## config.mk

```make
export PLATFORM = sky130hd
export DESIGN_NAME = feature_scaler_fx_flat
export DESIGN_NICKNAME = d
export VERILOG_FILES = /design/src/rtl/feature_scaler_fx_if.sv /design/src/rtl/feature_scaler_fx.sv /design/src/flat_wrapper.sv
export SDC_FILE = /design/constraint.sdc
export NUM_CORES = 2
export LEC_CHECK = 0
export ABC_AREA = 1
export CORE_MARGIN = 10
export CORE_UTILIZATION = 46
export DETAILED_ROUTE_END_ITERATION = 8
export DONT_BUFFER_PORTS = 1
export PLACE_DENSITY = 0.6
export SLEW_MARGIN = 20
export SYNTH_ARGS = -nofsm -noshare
export SYNTH_HDL_FRONTEND = slang
export SYNTH_SLANG_ARGS = --single-unit
```

## constraint.sdc

```tcl
create_clock -name clk -period 7.1 [get_ports clk]
set_input_delay 1.42 -clock clk [delete_from_list [all_inputs] [get_ports clk]]
set_output_delay 1.42 -clock clk [all_outputs]
set_load 0.03 [all_outputs]
```

## src/rtl/feature_scaler_fx_if.sv

```systemverilog
`default_nettype none
// ============================================================================
// Module   : feature_scaler_fx_if
// Purpose  : Stream, coefficient-write and status bundle for feature_scaler_fx.
// Revision : 1.0
// ============================================================================
interface feature_scaler_fx_if #(
    parameter int DATA_W = 16,
    parameter int COEF_W = 16,
    parameter int IDX_W  = 6
);
    logic                     s_valid;
    logic                     s_ready;
    logic signed [DATA_W-1:0] s_data;
    logic                     s_last;

    logic                     m_valid;
    logic                     m_ready;
    logic signed [DATA_W-1:0] m_data;
    logic                     m_last;
    logic        [IDX_W-1:0]  m_index;

    logic                     cfg_we;
    logic                     cfg_sel;
    logic        [IDX_W-1:0]  cfg_addr;
    logic signed [COEF_W-1:0] cfg_data;

    logic                     bypass;
    logic                     err_len;

    modport master (
        output s_valid, s_data, s_last, m_ready,
        output cfg_we, cfg_sel, cfg_addr, cfg_data, bypass,
        input  s_ready, m_valid, m_data, m_last, m_index, err_len
    );

    modport slave (
        input  s_valid, s_data, s_last, m_ready,
        input  cfg_we, cfg_sel, cfg_addr, cfg_data, bypass,
        output s_ready, m_valid, m_data, m_last, m_index, err_len
    );
endinterface
`default_nettype wire

```

## src/rtl/feature_scaler_fx.sv

```systemverilog
`default_nettype none
// ============================================================================
// Module   : feature_scaler_fx
// Purpose  : Per-feature (x - mean) * inv_std normaliser, 3-stage stream pipe.
// Revision : 1.0
// ============================================================================
module feature_scaler_fx #(
    parameter int DATA_W    = 16,
    parameter int COEF_W    = 16,
    parameter int FRAC_BITS = 12,
    parameter int NUM_FEAT  = 39,
    parameter int IDX_W     = 6
) (
    input  wire logic          clk,
    input  wire logic          reset,
    feature_scaler_fx_if.slave bus
);
    localparam int c_diff_w = ((DATA_W > COEF_W) ? DATA_W : COEF_W) + 1;
    localparam int c_prod_w = c_diff_w + COEF_W;
    localparam logic signed [COEF_W-1:0] c_unity    = COEF_W'(2 ** FRAC_BITS);
    localparam logic signed [c_prod_w:0] c_half     = (c_prod_w + 1)'(2 ** (FRAC_BITS - 1));
    localparam logic signed [c_prod_w:0] c_max      = (c_prod_w + 1)'(2 ** (DATA_W - 1) - 1);
    localparam logic signed [c_prod_w:0] c_min      = ~c_max;
    localparam logic        [IDX_W:0]    c_num      = (IDX_W + 1)'(NUM_FEAT);
    localparam logic        [IDX_W-1:0]  c_last_idx = IDX_W'(NUM_FEAT - 1);

    logic signed [COEF_W-1:0] r_mean [NUM_FEAT];
    logic signed [COEF_W-1:0] r_inv  [NUM_FEAT];

    always_ff @(posedge clk) begin
        if (reset) begin
            for (int i = 0; i < NUM_FEAT; i++) begin
                r_mean[i] <= '0;
                r_inv[i]  <= c_unity;
            end
        end else if (bus.cfg_we && ({1'b0, bus.cfg_addr} < c_num)) begin
            if (bus.cfg_sel) r_inv[bus.cfg_addr]  <= bus.cfg_data;
            else             r_mean[bus.cfg_addr] <= bus.cfg_data;
        end
    end

    // One enable advances every stage, so a stall freezes the whole pipe.
    logic w_en, w_accept, w_len_err;
    logic [IDX_W-1:0] r_idx;
    logic             r_err;

    assign w_en        = !bus.m_valid || bus.m_ready;
    assign w_accept    = bus.s_valid && w_en;
    assign w_len_err   = bus.s_last ^ (r_idx == c_last_idx);
    assign bus.s_ready = w_en;
    assign bus.err_len = r_err;

    always_ff @(posedge clk) begin
        if (reset) begin
            r_idx <= '0;
            r_err <= 1'b0;
        end else begin
            r_err <= w_accept && w_len_err;
            if (w_accept) begin
                if (bus.s_last || (r_idx == c_last_idx)) r_idx <= '0;
                else                                     r_idx <= r_idx + 1'b1;
            end
        end
    end

    // Stage 1: subtract mean; inv_std is captured now so a same-cycle cfg write
    // cannot leak into a beat already accepted.
    logic signed [c_diff_w-1:0] w_data_x, w_mean_x, r_diff;
    logic signed [COEF_W-1:0]   r_inv1;
    logic signed [DATA_W-1:0]   r_raw1, r_raw2;
    logic [IDX_W-1:0]           r_idx1, r_idx2;
    logic                       r_v1, r_v2, r_last1, r_last2, r_byp1, r_byp2;

    assign w_data_x = {{(c_diff_w - DATA_W){bus.s_data[DATA_W-1]}}, bus.s_data};
    assign w_mean_x = {{(c_diff_w - COEF_W){r_mean[r_idx][COEF_W-1]}}, r_mean[r_idx]};

    always_ff @(posedge clk) begin
        if (reset) begin
            r_v1 <= 1'b0; r_diff <= '0; r_inv1 <= '0; r_idx1 <= '0;
            r_last1 <= 1'b0; r_byp1 <= 1'b0; r_raw1 <= '0;
        end else if (w_en) begin
            r_v1    <= w_accept;
            r_diff  <= w_data_x - w_mean_x;
            r_inv1  <= r_inv[r_idx];
            r_idx1  <= r_idx;
            r_last1 <= bus.s_last;
            r_byp1  <= bus.bypass;
            r_raw1  <= bus.s_data;
        end
    end

    // Stage 2: full-precision product of sign-extended operands.
    logic signed [c_prod_w-1:0] w_diff_x, w_inv_x, r_prod;

    assign w_diff_x = {{COEF_W{r_diff[c_diff_w-1]}}, r_diff};
    assign w_inv_x  = {{c_diff_w{r_inv1[COEF_W-1]}}, r_inv1};

    always_ff @(posedge clk) begin
        if (reset) begin
            r_v2 <= 1'b0; r_prod <= '0; r_idx2 <= '0;
            r_last2 <= 1'b0; r_byp2 <= 1'b0; r_raw2 <= '0;
        end else if (w_en) begin
            r_v2    <= r_v1;
            r_prod  <= w_diff_x * w_inv_x;
            r_idx2  <= r_idx1;
            r_last2 <= r_last1;
            r_byp2  <= r_byp1;
            r_raw2  <= r_raw1;
        end
    end

    // Stage 3: round half toward +inf, then clamp to the output range.
    logic signed [c_prod_w:0]   w_rnd, w_shift;
    logic signed [DATA_W-1:0]   w_sat, w_out;

    assign w_rnd   = {r_prod[c_prod_w-1], r_prod} + c_half;
    assign w_shift = w_rnd >>> FRAC_BITS;

    always_comb begin
        w_sat = w_shift[DATA_W-1:0];
        if (w_shift > c_max)      w_sat = c_max[DATA_W-1:0];
        else if (w_shift < c_min) w_sat = c_min[DATA_W-1:0];
    end

    assign w_out = r_byp2 ? r_raw2 : w_sat;

    logic                     r_m_valid, r_m_last;
    logic signed [DATA_W-1:0] r_m_data;
    logic [IDX_W-1:0]         r_m_index;

    always_ff @(posedge clk) begin
        if (reset) begin
            r_m_valid <= 1'b0; r_m_data <= '0; r_m_last <= 1'b0; r_m_index <= '0;
        end else if (w_en) begin
            r_m_valid <= r_v2;
            r_m_data  <= w_out;
            r_m_last  <= r_last2;
            r_m_index <= r_idx2;
        end
    end

    assign bus.m_valid = r_m_valid;
    assign bus.m_data  = r_m_data;
    assign bus.m_last  = r_m_last;
    assign bus.m_index = r_m_index;
endmodule
`default_nettype wire

```

## src/flat_wrapper.sv

```systemverilog
// flat-port wrapper written by rule: the top's interface ports become plain ports
module feature_scaler_fx_flat 
#(
    parameter int DATA_W    = 16,
    parameter int COEF_W    = 16,
    parameter int FRAC_BITS = 12,
    parameter int NUM_FEAT  = 39,
    parameter int IDX_W     = 6
)
  (clk, reset, bus_s_valid, bus_s_data, bus_s_last, bus_m_ready, bus_cfg_we, bus_cfg_sel, bus_cfg_addr, bus_cfg_data, bus_bypass, bus_s_ready, bus_m_valid, bus_m_data, bus_m_last, bus_m_index, bus_err_len);
  feature_scaler_fx_if #(.DATA_W(DATA_W), .COEF_W(COEF_W), .IDX_W(IDX_W)) bus_i ();
  input  wire logic clk;
  input  wire logic reset;
  input wire logic [$bits(bus_i.s_valid)-1:0] bus_s_valid;
  input wire logic [$bits(bus_i.s_data)-1:0] bus_s_data;
  input wire logic [$bits(bus_i.s_last)-1:0] bus_s_last;
  input wire logic [$bits(bus_i.m_ready)-1:0] bus_m_ready;
  input wire logic [$bits(bus_i.cfg_we)-1:0] bus_cfg_we;
  input wire logic [$bits(bus_i.cfg_sel)-1:0] bus_cfg_sel;
  input wire logic [$bits(bus_i.cfg_addr)-1:0] bus_cfg_addr;
  input wire logic [$bits(bus_i.cfg_data)-1:0] bus_cfg_data;
  input wire logic [$bits(bus_i.bypass)-1:0] bus_bypass;
  output wire logic [$bits(bus_i.s_ready)-1:0] bus_s_ready;
  output wire logic [$bits(bus_i.m_valid)-1:0] bus_m_valid;
  output wire logic [$bits(bus_i.m_data)-1:0] bus_m_data;
  output wire logic [$bits(bus_i.m_last)-1:0] bus_m_last;
  output wire logic [$bits(bus_i.m_index)-1:0] bus_m_index;
  output wire logic [$bits(bus_i.err_len)-1:0] bus_err_len;
  assign bus_i.s_valid = bus_s_valid;
  assign bus_i.s_data = bus_s_data;
  assign bus_i.s_last = bus_s_last;
  assign bus_i.m_ready = bus_m_ready;
  assign bus_i.cfg_we = bus_cfg_we;
  assign bus_i.cfg_sel = bus_cfg_sel;
  assign bus_i.cfg_addr = bus_cfg_addr;
  assign bus_i.cfg_data = bus_cfg_data;
  assign bus_i.bypass = bus_bypass;
  assign bus_s_ready = bus_i.s_ready;
  assign bus_m_valid = bus_i.m_valid;
  assign bus_m_data = bus_i.m_data;
  assign bus_m_last = bus_i.m_last;
  assign bus_m_index = bus_i.m_index;
  assign bus_err_len = bus_i.err_len;
  feature_scaler_fx #(.DATA_W(DATA_W), .COEF_W(COEF_W), .FRAC_BITS(FRAC_BITS), .NUM_FEAT(NUM_FEAT), .IDX_W(IDX_W)) u_core (.clk(clk), .reset(reset), .bus(bus_i));
endmodule
```

==> results.json <==
{
  "status": "complete, no violations",
  "die_x_um": 495,
  "period_share_pct": 90.2,
  "clock_latency_ns": 0.87,
  "crit_arrival_ns": 7.13,
  "irDropWorstVdd_uv": 232,
  "grt_pass1_vias": 71100,
  "postCtsSetupBuffers": 0,
  "start_util_pct": 46.2,
  "p_per_area_nw_per_um2": 294,
  "cts-buffers-inserted": 222,
  "setup_ws_ns": 0.695,
  "postCtsHoldBufs": 0,
  "synth_edf_count": 2048,
  "cts-root-buf": "clkbuf_16",
  "io_pins": 72,
  "max_stage_delay_ns": 0.95,
  "finalHoldViolCount": 0,
  "cts.clk_slew.worst_paths_ns": 0.06,
  "port_buffers": 0,
  "cts_num_sinks": 2190,
  "rsz0062_at_grt": "false",
  "slowest_stage": "fa_1",
  "dieArea_um2": 245000,
  "setup_viol": 0,
  "register_area_um2": 64400,
  "place_area_um2": 109000,
  "cap_violations": 0,
  "grt_overflow": 0,
  "grt_pass1_wl_mm": 461,
  "grt_usage_pct": 24.8,
  "syn2layout_area_growth_pct": 11.4,
  "synth_area_per_cell_um2": 10.6,
  "multi_input_area_um2": 36700,
  "dp_hpwl_mm": 192,
  "clock_path_buffers": 3,
  "worstMarginPinSlew_ns": 1.17,
  "grt_max_degree": 182,
  "power.leakage_nw": 44.9,
  "final_nets": 10600,
  "cp-end-kind": "register",
  "antenna_found_initial": 14,
  "crit_buf_inv": 4,
  "slew-limit-headroom_pct": 21.0,
  "dieHeight_um": 495,
  "vias": 74900,
  "dr.pass1.iters": 7,
  "worstReg2RegStart": "u_core.r_diff[16]",
  "cp_max_fo": 17,
  "fmax_mhz": 156,
  "skew_ns": 0.0522,
  "core-area_um2": 224000,
  "synthCells": 9801,
  "ys_ff_latch": 2190,
  "cts_htree_levels": 4,
  "critPathRequiredTime_ns": 7.83,
  "ys.flop_type": "edfxtp_1",
  "hp-start": "u_core.r_idx1[5]",
  "instances_no_fill": 13400,
  "ant_nets": 0,
  "crit_path_start_kind": "register",
  "post-route-min-period_ns": 6.41,
  "setup_tns_ns": 0,
  "design_area_um2": 115000,
  "nFillCells": 20300,
  "rows": 174,
  "gp_congestion": 0.899,
  "drt_wl_total_mm": 313,
  "cp_top_family": "adder cells",
  "drc": 0,
  "ys_types": 55,
  "cts-resized-gates": 0,
  "final_layout_size_suffix_gt1_share_pct": 5.68,
  "crit_path_frequent_cell": "fa_1",
  "crit_type": "register to register",
  "vias_per_cell": 5.59,
  "drt_iter0_drc": 8666,
  "syn-cell-area_um2": 104000,
  "ys_seq_area_share_pct": 62.1,
  "hold_path_class": "register to register",
  "crit_start": "u_core.r_diff[16]",
  "dp_slack_ns": 0.785,
  "cts_tree": "yes",
  "crit_chain": "nand2_1 > inv_1 > fa_1 > fa_1 > fa_1 > fa_1 > fa_1 > inv_1 > fa_1 > inv_1 > ha_1 > a21o_1 > a31oi_1 > o21ai_0 > a21oi_1 > nand2_1 > nand2_1 > nand3_1 > o211ai_1 > inv_1",
  "dpl.cell_count": 13000,
  "synthArstFlopShare_pct": 0,
  "synth_warnings": 0,
  "route.detailed.wl_per_inst_um": 23.4,
  "slew_violations": 0
}
## layer usage
metal	global-route usage, %	part of all wire, %	vias up	routed length [µm]
met5	0	0.016	-	50
met1	34.0	41	37000	127000
met3	5.29	9.7	568	30300
met4	9.63	4.3	8	13300
met2	38.6	45	3474	142000
li1	-	-	33800	-
## registers in the layout (all words and copies together), names as in the netlist, 16 cells and up, named ones only
register,cells
u_core.r_raw1,16
u_core.r_mean,1024
u_core.r_prod,22
u_core.r_diff,17
u_core.r_inv1,16
u_core.r_inv,1024
u_core.bus.m_data,16
u_core.r_raw2,16
## synth_stat cells (4+ instances only)
library cell	count	area, µm²
a31oi_1	11	68.8
nand3_2	11	110
edfxtp_1	2048	61500
dfxtp_1	142	2840
clkbuf_1	525	1970
nor3_1	16	80.1
nand3_1	220	1100
o22ai_1	412	2580
nand2_2	34	213
ha_1	101	1260
nand2_1	730	2740
clkinv_1	19	71.3
o21bai_1	21	158
buf_1	8	30.0
a21oi_1	109	546
xor2_1	21	184
fa_1	276	5530
nand4_1	39	244
o21ai_1	53	265
a21oi_2	10	87.6
nor2_2	4	25.0
xnor2_1	16	140
buf_2	203	1020
inv_1	588	2210
o21ai_0	1251	6260
buf_4	25	188
o211ai_1	96	721
a21o_1	8	60.1
o221ai_1	119	1040
or2_2	33	206
nor2_1	2605	9780
buf_6	6	67.6
## cells in the final DEF, fill, tap and decap left out, types with 101 or more instances in the layout
master,synthesis,layout
a21oi_1,109,109
buf_4,25,134
clkbuf_16,0,225
conb_1,1,800
dfxtp_1,142,133
edfxtp_1,2048,2048
fa_1,276,276
ha_1,101,101
inv_1,588,580
nand2_1,730,730
nand3_1,220,220
nor2_1,2605,2601
o21ai_0,1251,1251
o221ai_1,119,119
o22ai_1,412,412
## cell families after synthesis
logic type / count (synthesis) / synth area share [%]
AOI/OAI and AO/OA: 2106 / 11.5
xor gates and xnor gates: 37 / 0.313
adders and majority gates: 377 / 6.55
buffers and inverters: 1380 / 5.40
DFF: 2190 / 62.1
other: 1 / 0.00362
and+or+nand+nor: 3710 / 14.1
## metrics by stage
stage | power [mW] | hold WS, ns | utilization, %
final | 34.0 | 0.465 | 51.4
after global routing | 35.7 | 0.489 | 51.4
after global placement | 23.0 | 0.445 | 48.4
after floorplan | 20.9 | 0.436 | -
after detailed placement | 23.0 | 0.455 | 48.4
after CTS | 34.1 | 0.465 | 51.4
## area by class of cell
class / count / share of cell area [%]
repair buffers: 153 / 1.19
inverters: 611 / 2.05
multi-input cells: 7030 / 31.8
well taps: 2992 / 3.24
clock inverters: 133 / 0.823
flip-flops and latches: 2190 / 55.8
clock buffers: 281 / 5.09
diodes: 4 / 0.00867
## worst min-delay path, stage by stage, from the launching register on
cell and delay, ns:
dfxtp_1 0.31, nand2_1 0.06, a21oi_1 0.05
## power breakdown
group	switching, mW	total [mW]	internal [mW]
logic	4.81	7.20	2.39
clock network	5.04	11.2	6.15
registers	0.543	15.6	15.0
total	10.4	34.0	23.6
## worst paths after layout
| path | endpoint | slack [ns] | cells after the start |
|---|---|---|---|
| worst max-delay path | u_core.r_prod[28] | 0.69 | 20 |
| worst min-delay path | u_core.r_idx1[5] | 0.47 | 2 |
| worst min register to register | u_core.r_idx1[5] | 0.47 | 2 |
| worst max register to register | u_core.r_prod[28] | 0.69 | 20 |
Power figures use the tool's default switching activity.
